===== src/rtl/ram_sp_pkg.sv =====
// Shared types and helpers for the parametrised single-port RAM.
package ram_sp_pkg;

  typedef enum logic [0:0] {
    ST_CLEAR = 1'b0,
    ST_IDLE  = 1'b1
  } state_e;

  // Widest word the zero helper can supply.
  localparam int unsigned MaxDataW = 1024;
  localparam logic [MaxDataW-1:0] ZeroWord = '0;

  function automatic int unsigned byte_lanes(input int unsigned data_w);
    return data_w / 8;
  endfunction

endpackage


===== src/rtl/ram_sp_array.sv =====
// Storage array: per-byte write enables and a registered read port; no reset.
module ram_sp_array #(
  parameter int unsigned DataW = 16,
  parameter int unsigned AddrW = 4
) (
  input  logic               clk_i,
  input  logic [AddrW-1:0]   addr_i,
  input  logic [DataW/8-1:0] be_i,
  input  logic [DataW-1:0]   wdata_i,
  input  logic               re_i,
  output logic [DataW-1:0]   rdata_o
);

  localparam int unsigned NumBytes = DataW / 8;
  localparam int unsigned Depth    = 1 << AddrW;

  logic [DataW-1:0] mem_q [Depth];
  logic [DataW-1:0] rdata_q;

  always_ff @(posedge clk_i) begin
    for (int k = 0; k < NumBytes; k++) begin
      if (be_i[k]) begin
        mem_q[addr_i][8*k +: 8] <= wdata_i[8*k +: 8];
      end
    end
    if (re_i) begin
      rdata_q <= mem_q[addr_i];
    end
  end

  assign rdata_o = rdata_q;

endmodule


===== src/rtl/ram_sp_param.sv =====
// Single-port RAM top: clear sweep FSM, access arbitration, rd_valid/err strobes.
module ram_sp_param
  import ram_sp_pkg::*;
#(
  parameter int unsigned DATA_W = 16,
  parameter int unsigned ADDR_W = 4
) (
  input  logic                clk,
  input  logic                rst,
  input  logic                we_in,
  input  logic                re_in,
  input  logic [ADDR_W-1:0]   addr_in,
  input  logic [DATA_W/8-1:0] be_in,
  input  logic [DATA_W-1:0]   data_in,
  input  logic                clr_in,
  output logic [DATA_W-1:0]   data_out,
  output logic                rd_valid,
  output logic                ready,
  output logic                err
);

  localparam int unsigned NumBytes = byte_lanes(DATA_W);

  if ((DATA_W % 8) != 0 || DATA_W == 0 || DATA_W > MaxDataW) begin : g_bad_width
    $error("ram_sp_param: DATA_W must be a non-zero multiple of 8");
  end

  state_e              state_q, state_d;
  logic [ADDR_W-1:0]   clr_addr_q, clr_addr_d;
  logic                rd_valid_q, rd_valid_d;
  logic                err_q, err_d;
  logic                rd_zero_q, rd_zero_d;

  logic                idle, clearing, wr_acc, rd_acc;
  logic [ADDR_W-1:0]   mem_addr;
  logic [NumBytes-1:0] mem_be;
  logic [DATA_W-1:0]   mem_wdata;
  logic [DATA_W-1:0]   mem_rdata;
  logic                mem_re;

  always_comb begin
    idle     = (state_q == ST_IDLE);
    clearing = (state_q == ST_CLEAR);
    wr_acc   = idle & ~clr_in & we_in & ~re_in;
    rd_acc   = idle & ~clr_in & re_in & ~we_in;

    state_d    = state_q;
    clr_addr_d = clr_addr_q;
    unique case (state_q)
      ST_CLEAR: begin
        clr_addr_d = clr_addr_q + ADDR_W'(1);
        if (clr_addr_q == {ADDR_W{1'b1}}) begin
          state_d = ST_IDLE;
        end
      end
      ST_IDLE: begin
        if (clr_in) begin
          state_d    = ST_CLEAR;
          clr_addr_d = '0;
        end
      end
      default: state_d = ST_CLEAR;
    endcase

    // Rejected: busy, pre-empted by clr_in, or read/write collision.
    err_d      = (we_in | re_in) & (~idle | clr_in | (we_in & re_in));
    rd_valid_d = rd_acc;
    rd_zero_d  = rd_zero_q & ~rd_acc;
  end

  always_comb begin
    mem_addr  = clearing ? clr_addr_q : addr_in;
    mem_wdata = clearing ? ZeroWord[DATA_W-1:0] : data_in;
    mem_be    = '0;
    if (!rst) begin
      if (clearing) begin
        mem_be = '1;
      end else if (wr_acc) begin
        mem_be = be_in;
      end
    end
    mem_re = rd_acc & ~rst;
  end

  always_ff @(posedge clk) begin
    if (rst) begin
      state_q    <= ST_CLEAR;
      clr_addr_q <= '0;
      rd_valid_q <= 1'b0;
      err_q      <= 1'b0;
      rd_zero_q  <= 1'b1;
    end else begin
      state_q    <= state_d;
      clr_addr_q <= clr_addr_d;
      rd_valid_q <= rd_valid_d;
      err_q      <= err_d;
      rd_zero_q  <= rd_zero_d;
    end
  end

  ram_sp_array #(
    .DataW(DATA_W),
    .AddrW(ADDR_W)
  ) u_array (
    .clk_i  (clk),
    .addr_i (mem_addr),
    .be_i   (mem_be),
    .wdata_i(mem_wdata),
    .re_i   (mem_re),
    .rdata_o(mem_rdata)
  );

  // The array read register has no reset, so mask it until the first read.
  assign data_out = rd_zero_q ? '0 : mem_rdata;
  assign rd_valid = rd_valid_q;
  assign ready    = idle;
  assign err      = err_q;

endmodule


===== config.mk =====
export PLATFORM = sky130hd
export DESIGN_NAME = ram_sp_param
export DESIGN_NICKNAME = d
export VERILOG_FILES = /design/src/rtl/ram_sp_pkg.sv /design/src/rtl/ram_sp_array.sv /design/src/rtl/ram_sp_param.sv
export SDC_FILE = /design/constraint.sdc
export NUM_CORES = 1
export LEC_CHECK = 0
export CAP_MARGIN = 40
export CORE_AREA = 8 8 156 158
export DETAILED_ROUTE_END_ITERATION = 10
export DIE_AREA = 0 0 164 166
export PLACE_DENSITY = 0.85
export REMOVE_ABC_BUFFERS = 1
export SYNTH_ARGS = -nofsm -noshare
export SYNTH_HDL_FRONTEND = slang
export SYNTH_SLANG_ARGS = --single-unit

===== constraint.sdc =====
create_clock -name clk -period 4.4 [get_ports clk]
set_input_delay 1.1 -clock clk [delete_from_list [all_inputs] [get_ports clk]]
set_output_delay 1.1 -clock clk [all_outputs]
set_load 0.01 [all_outputs]

== After elaboration in Yosys (flattened, before gate mapping) ==
Memories as Yosys holds them, arrays and structs flattened. A register that Yosys moved wholly into a read port is not among the register bits.
Index checks and enable logic that the tools add are counted.

* RAM bits: 256
* Input bits: 27
* Register bits after elaboration: 8
* Memories: 1
* Word-level logic and storage cells: 42

* $add $sub $neg: 1
* Eq/ne operators: 2
* Bitwise gates (word level): 18
* Muxes and demuxes: 15

{| class="wikitable"
|+ Memories
! name !! depth !! width !! rd ports !! clocked after Yosys merged registers in !! wr ports !! line !! RTL
|-
| u_array.mem_q || 16 || 16 || 1 || 1 || 1 || ram_sp_array.sv:17 || <nowiki>logic [DataW-1:0] mem_q [Depth];</nowiki>
|}

{| class="wikitable"
|+ Operators with widths
! cell !! count
|-
| $mux 16 || 2
|-
| $and 1x1->1 || 9
|-
| $mux 4 || 2
|-
| $pmux 4 s2 || 1
|-
| $mux 1 || 6
|-
| $mux 2 || 3
|-
| $not 1->1 || 6
|-
| $add 4x1->4 const B || 1
|-
| $eq 4x4->1 const B || 1
|-
| $or 1x1->1 || 3
|-
| $ne 2x2->1 const B || 1
|-
| $pmux 1 s2 || 1
|}

== Logic depth before layout (Yosys ltp) ==
Gate-level depths: netlist of run 1.

* Word-level depth: 9
* Gate-level depth with buffers: 7

== By module ==
A second synthesis of run 1 with hierarchy kept.

* Cells, all modules: 539
* Area, all modules: 11035.6 um^2

{| class="wikitable"
|+ By module, submodules not included
! module !! cells an instance !! area each (um^2) !! times used
|-
| ram_sp_array || 458 || 10348.7 || 1
|-
| ram_sp_param || 81 || 686.9 || 1
|}

== Least setup slack after synthesis of run 1 ==
No wires, ideal clock.

* Kind: input port to flip-flop
* From: input clr_in
* To: register u_array.rdata_q[0] (netlist: u_array.rdata_o[0]) (read register of u_array.mem_q) (enable)
* Slack: 0.772 ns
* Library setup time: 0.440 ns
* Required time: 3.960 ns
* Path buffers: 0
* Data arrival time: 3.187 ns
* Cell stages on the path: 2
* Cell sequence: nand2b_1 -> nor4b_1

* Word-level cells in the longest chain between the ends: 5

{| class="wikitable"
|+ RTL lines
! what !! line !! RTL
|-
| from (decl) || ram_sp_param.sv:15 || <nowiki>input logic clr_in,</nowiki>
|-
| $not 1->1 || ram_sp_param.sv:45 || <nowiki>rd_acc = idle & ~clr_in & re_in & ~we_in;</nowiki>
|-
| $and 1x1->1 (3 in series) || ram_sp_param.sv:45 ||
|-
| $and 1x1->1 || ram_sp_param.sv:82 || <nowiki>mem_re = rd_acc & ~rst;</nowiki>
|-
| via mem_re || ram_sp_param.sv:39 || <nowiki>logic mem_re;</nowiki>
|-
| to (decl) || ram_sp_array.sv:18 || <nowiki>logic [DataW-1:0] rdata_q;</nowiki>
|}

The timed path passes the listed nets, and every way through them passes these cells.
A chain may end at the register's enable or synchronous reset.

== Worst setup path in the final report of run 1 ==
* From: input addr_in[0]
* To: register u_array.rdata_q[11] (netlist: u_array.rdata_o[11]) (read register of u_array.mem_q), data pin

* Word-level cells in the longest chain between the ends: 1

{| class="wikitable"
|+ RTL lines
! what !! line !! RTL
|-
| from (decl) || ram_sp_param.sv:12 || <nowiki>input logic [ADDR_W-1:0] addr_in,</nowiki>
|-
| $mux 4 || ram_sp_param.sv:72 || <nowiki>mem_addr = clearing ? clr_addr_q : addr_in;</nowiki>
|}

Every way passes these cells.

==> results of run 1 <==
[logic make-up after synthesis]
group                    synth area share
flip-flops                          0.651
AND/OR/NAND/NOR                     0.146
multiplexers                       0.0528
AO/OA/AOI/OAI                       0.114
buffers and inverters              0.0355
adder cells (fa/ha/maj)          0.000978
[routing by layer]
layer	track usage	share of wire	vias up	wire (microns)
met5	0	0	-	0
met4	0.0913	0.031	0	970
met3	0.0347	0.094	78	2970
met2	0.359	0.49	564	15500
met1	0.306	0.39	4330	12300
li1	-	-	3804	-
[state kept, by name (all words and copies together) (netlist names)]
name	cells
rd_valid	1
err	1
u_array.mem_q	256
u_array.rdata_o	16
clr_addr_q	4
ready	1
rd_zero_q	1
[stage by stage]
step                instances   util
global route             1226  0.649
CTS                      1225  0.649
finish                   1227  0.649
global placement         1175  0.609
detailed placement       1177  0.610
floorplan                 810      -
[final cells by class]
| class | instances | area share |
|---|---|---|
| sequential | 280 | 0.581 |
| clock inverter | 18 | 0.0112 |
| clock buffer | 30 | 0.0479 |
| antenna | 1 | 0.000174 |
| multi-input combinational | 527 | 0.282 |
| inverter | 3 | 0.000785 |
| tap | 285 | 0.0249 |
| timing repair buffer | 83 | 0.0523 |
[power groups by stage]
stage | Combinational (uW) | Sequential, uW | Clock [uW]
finish | 411 | 2960 | 2230
global route | 435 | 2960 | 2330
CTS | 400 | 2960 | 2240
detailed placement | 396 | 3020 | 0
global placement | 383 | 3010 | 0
floorplan | 248 | 3030 | 0
[worst register-to-register path: cells and delay by family (launching register included)]
kind | cells | cell delay (ns)
buf+inv | 2 | 1.16
simple gates | 2 | 0.51
flops | 1 | 0.67
compound gates | 2 | 0.69
[final timing paths]
kind                 startpoint             endpoint  slack (ns)  cells after the start
setup / recovery     addr_in[0]  u_array.rdata_o[11]        1.18                      6
hold / removal    clr_addr_q[3]                ready        0.58                      2
setup reg to reg          ready   u_array.rdata_o[4]        1.24                      6
hold reg to reg   clr_addr_q[3]                ready        0.58                      2
[cell usage after synthesis (17+ instances only)]
master	n	area share
and4_1	32	0.022
nor4b_1	34	0.023
and2_1	18	0.0088
a31oi_1	128	0.063
buf_2	30	0.012
edfxtp_1	272	0.64
a41oi_1	33	0.023
clkbuf_1	48	0.014
mux2i_1	66	0.052
nor2b_1	17	0.0083
o22ai_1	32	0.016
nor2_1	41	0.012
nor4bb_1	64	0.050
==> flow_summary.ini, run 1 <==
[placed_design]
gp_congestion = 0.852
port_buffers = 45
pre_cts_slack_ns = 0.703
dpl_cell_area_sq_um = 13500
post-dp-hpwl_microns = 19500

[cells_and_area]
seq_area_sq_um = 8330
nets = 950
drive_above_1_share = 0.0999
final_area_sq_um = 14300
fill_cells = 1460
final_cell_mix = 272 x edfxtp_1, 128 x a31oi_1, 65 x mux2i_1
multi_input_area_sq_um = 4040
final_common_cell = edfxtp_1
synthToLayoutAreaGrowth_pct = 12.1

[routing]
ant_nets = 0
detail_route.wl_per_cell_microns = 25.9
first_pass_iters = 6
drt_first_iter_violations = 1217
drc_errors = 0
via_per_inst = 7.15
wl_microns = 31700
num_vias = 8776

[setup_path]
cp_slowest_cell = clkdlybuf4s50_1
crit_fanout = 64
worst_ep_arrival_time_ns = 3.48
worstSetupStartpointType = input pin
criticalPathCategory = input pin to register
path_delay_family = buffers and inverters
max_stage_delay_ns = 0.64
crit_chain = clkdlybuf4s50_1 -> mux2i_4 -> buf_12 -> mux2i_1 -> o22ai_1 -> or4_1
crit_path_end_kind = register
worstPathRequired_ns = 4.66
path_buf_inv = 2

[cts]
root_buffer = clkbuf_16
clock_latency_ns = 0.53
cts_hold_buf = 0
cts_buffer_depth = 3
postCtsSetupRepairBufs = 0
htreeDepth = 1
post_cts_resized = 0
clock_sinks = 280
cts_tree = built
cts-buffers-inserted = 27
clk_pin_slew_worst_paths_ns = 0.06

[timing]
grt_setup_unrepaired = false
holdWs_ns = 0.583
finalCritPeriodShare = 0.732
hold_viol = 0
tns_ns = 0
fin_skew_ns = 0.0145
fmax_ghz = 0.310
fin_crit_ns = 3.22
setup_ws_ns = 1.18
worstMarginPinSlew_ns = 0.964
setup_violations = 0
drv_slew = 0
relSlewSlack = 0.358

[floorplanning]
ios = 46
core_area_sq_um = 22100
chipHeight_microns = 166
die_x_microns = 164
num_rows = 55
dieArea_sq_um = 27200
start_util = 0.579

[global_routing]
gr-total-overflow = 0
grt_pass1_vias = 8370
grt_max_degree = 73
grt_antenna_before_repair = 1
grt.total_usage = 0.226
grt_pass1_wl_microns = 48200

[logic_synthesis]
synth-main-ff-cell = edfxtp_1
synth_cell_types = 43
yosysWarnings = 0
ys_async_sr_fraction = 0
synth_cells = 904
synth_seq_area_share = 0.651
synth-seq-cells = 280
netlist_area_sq_um = 12800
synth-edff-count = 272
synth_area_per_cell_sq_um = 14.1

[power]
power.switching_uw = 1210
power.density_nw_per_um2 = 391
swShare = 0.216
comb_power_share = 0.073
p_int_uw = 4390
p_leak_uw = 0.00462
p_clk_frac = 0.398
power_uw = 5600
peakVddDrop_mv = 0.297
sequentialPowerShare = 0.529

[run_status]
run_status = finished, final reports clean

[hold_path]
hold_class = register to register

[flow_run]
cap_violations = 0
Note: power is estimated with default switching activity, not from simulation.
==> run 2: changes to the inputs <==
- CORE_AREA: 8 8 156 158 -> 8 8 162 164
- DIE_AREA: 0 0 164 166 -> 0 0 170 172
- PLACE_DENSITY: 0.85 -> 0.83
- clock period: 4.4 -> 2.8 ns (I/O delays scaled with it)
==> run 2 against run 1 <==
Net effect:
- critical path type is now register to output port
- global-route usage up 0.13 points
- first-iteration DRC count up 9.3%
- clock skew up 0.00078 ns
- clock power up 64%
- core utilization down 1.8 points
- flip-flop and latch count unchanged
==> flow_summary.ini, run 2 (synthesis results as in run 1) <==
[routing]
first_pass_iters = 6
detail_route.wl_per_cell_microns = 25.3
drt_first_iter_violations = 1330
wl_microns = 33500
via_per_inst = 6.80
drc_errors = 0
ant_nets = 0
num_vias = 9016

[global_routing]
grt_max_degree = 76
grt_pass1_wl_microns = 51500
gr-total-overflow = 0
grt_pass1_vias = 8969
grt_antenna_before_repair = 2
grt.total_usage = 0.227

[setup_path]
worstPathRequired_ns = 2.10
criticalPathCategory = register to output port
reg2reg_slack_ns = 0.36
worst_ep_arrival_time_ns = 2.02
crit_fanout = 26
worstSetupStartpointType = register
crit_path_end_kind = output port

[timing]
setup_ws_ns = 0.0825
grt_setup_unrepaired = false
drv_slew = 0
fmax_ghz = 0.368
setup_violations = 0
fin_crit_ns = 2.72
hold_viol = 0
holdWs_ns = 0.599
fin_skew_ns = 0.0152
tns_ns = 0
finalCritPeriodShare = 0.971
relSlewSlack = 0.510
worstMarginPinSlew_ns = 0.732

[cts]
root_buffer = clkbuf_16
clock_latency_ns = 0.55
cts_tree = built
clock_sinks = 280
clk_pin_slew_worst_paths_ns = 0.06
htreeDepth = 1
post_cts_resized = 0
cts_buffer_depth = 3
cts_hold_buf = 0
cts-buffers-inserted = 29

[power]
power.density_nw_per_um2 = 601
peakVddDrop_mv = 0.627
p_leak_uw = 0.00495

[placed_design]
dpl_cell_area_sq_um = 14100
pre_cts_slack_ns = -0.323
port_buffers = 45
post-dp-hpwl_microns = 20800
gp_congestion = 0.845

[floorplanning]
chipHeight_microns = 172
num_rows = 57
start_util = 0.537
ios = 46
core_area_sq_um = 23800
die_x_microns = 170
dieArea_sq_um = 29200

[flow_run]
cap_violations = 0

[cells_and_area]
final_util = 0.631
fill_cells = 1691
top_register = u_array.mem_q
synthToLayoutAreaGrowth_pct = 17.6
largest_register_ff_count = 256
final_area_sq_um = 15000
final_common_cell = edfxtp_1
final_cell_mix = 272 x edfxtp_1, 128 x a31oi_1, 76 x buf_4
nets = 1007
drive_above_1_share = 0.151

[hold_path]
hold_class = register to register

[run_status]
run_status = finished, final reports clean
-- run 2: through the flow --
stage	instances	total power (uW)
finish	1326	9040
global placement	1270	5410
global route	1326	9260
detailed placement	1271	5440
CTS	1325	9030
floorplan	810	5150
-- run 2: path summary, 6_finish.rpt --
check / depth (start not counted) / from / endpoint
worst max-delay path: 2 / ready / ready
worst min-delay path: 2 / clr_addr_q[3] / ready
worst max register to register: 6 / ready / u_array.rdata_o[0]
worst min register to register: 2 / clr_addr_q[3] / ready
-- run 2: final cells by class --
cell class              count  area, sq um  area share
flip-flops and latches    280         8330       0.554
repair buffers            138         1350      0.0896
multi-input cells         527         4040       0.268
clock buffers              31          733      0.0488
well taps                 324          405      0.0270
clock inverters            22          168      0.0111
inverters                   3         11.3    0.000749
diodes                      1         2.50    0.000166
-- run 2: power breakdown --
| part | internal [uW] | switching, uW | total [uW] |
|---|---|---|---|
| combinational | 327 | 404 | 731 |
| sequential | 4610 | 38.0 | 4640 |
| clock | 2080 | 1590 | 3660 |
| total | 7010 | 2030 | 9040 |
-- run 2: what timing repair did --
action                                  4_1_cts  5_1_grt
endpoints found under the hold margin         0        0
endpoints found under the setup margin        1        0
buffers inserted                              1        0
-- run 2: per-layer routing --
| layer | share of wire | GRT usage | routed length (microns) | vias up |
|---|---|---|---|---|
| li1 | - | - | - | 3930 |
| met1 | 0.39 | 0.295 | 13000 | 4395 |
| met2 | 0.49 | 0.375 | 16300 | 611 |
| met3 | 0.098 | 0.0436 | 3290 | 80 |
| met4 | 0.027 | 0.0854 | 898 | 0 |
| met5 | 0 | 0 | 0 | - |
-- run 2: critical path: stages (launching register included) --
cell,delay [ns]
dfxtp_4,0.52
buf_4,0.34
clkdlybuf4s50_1,0.59
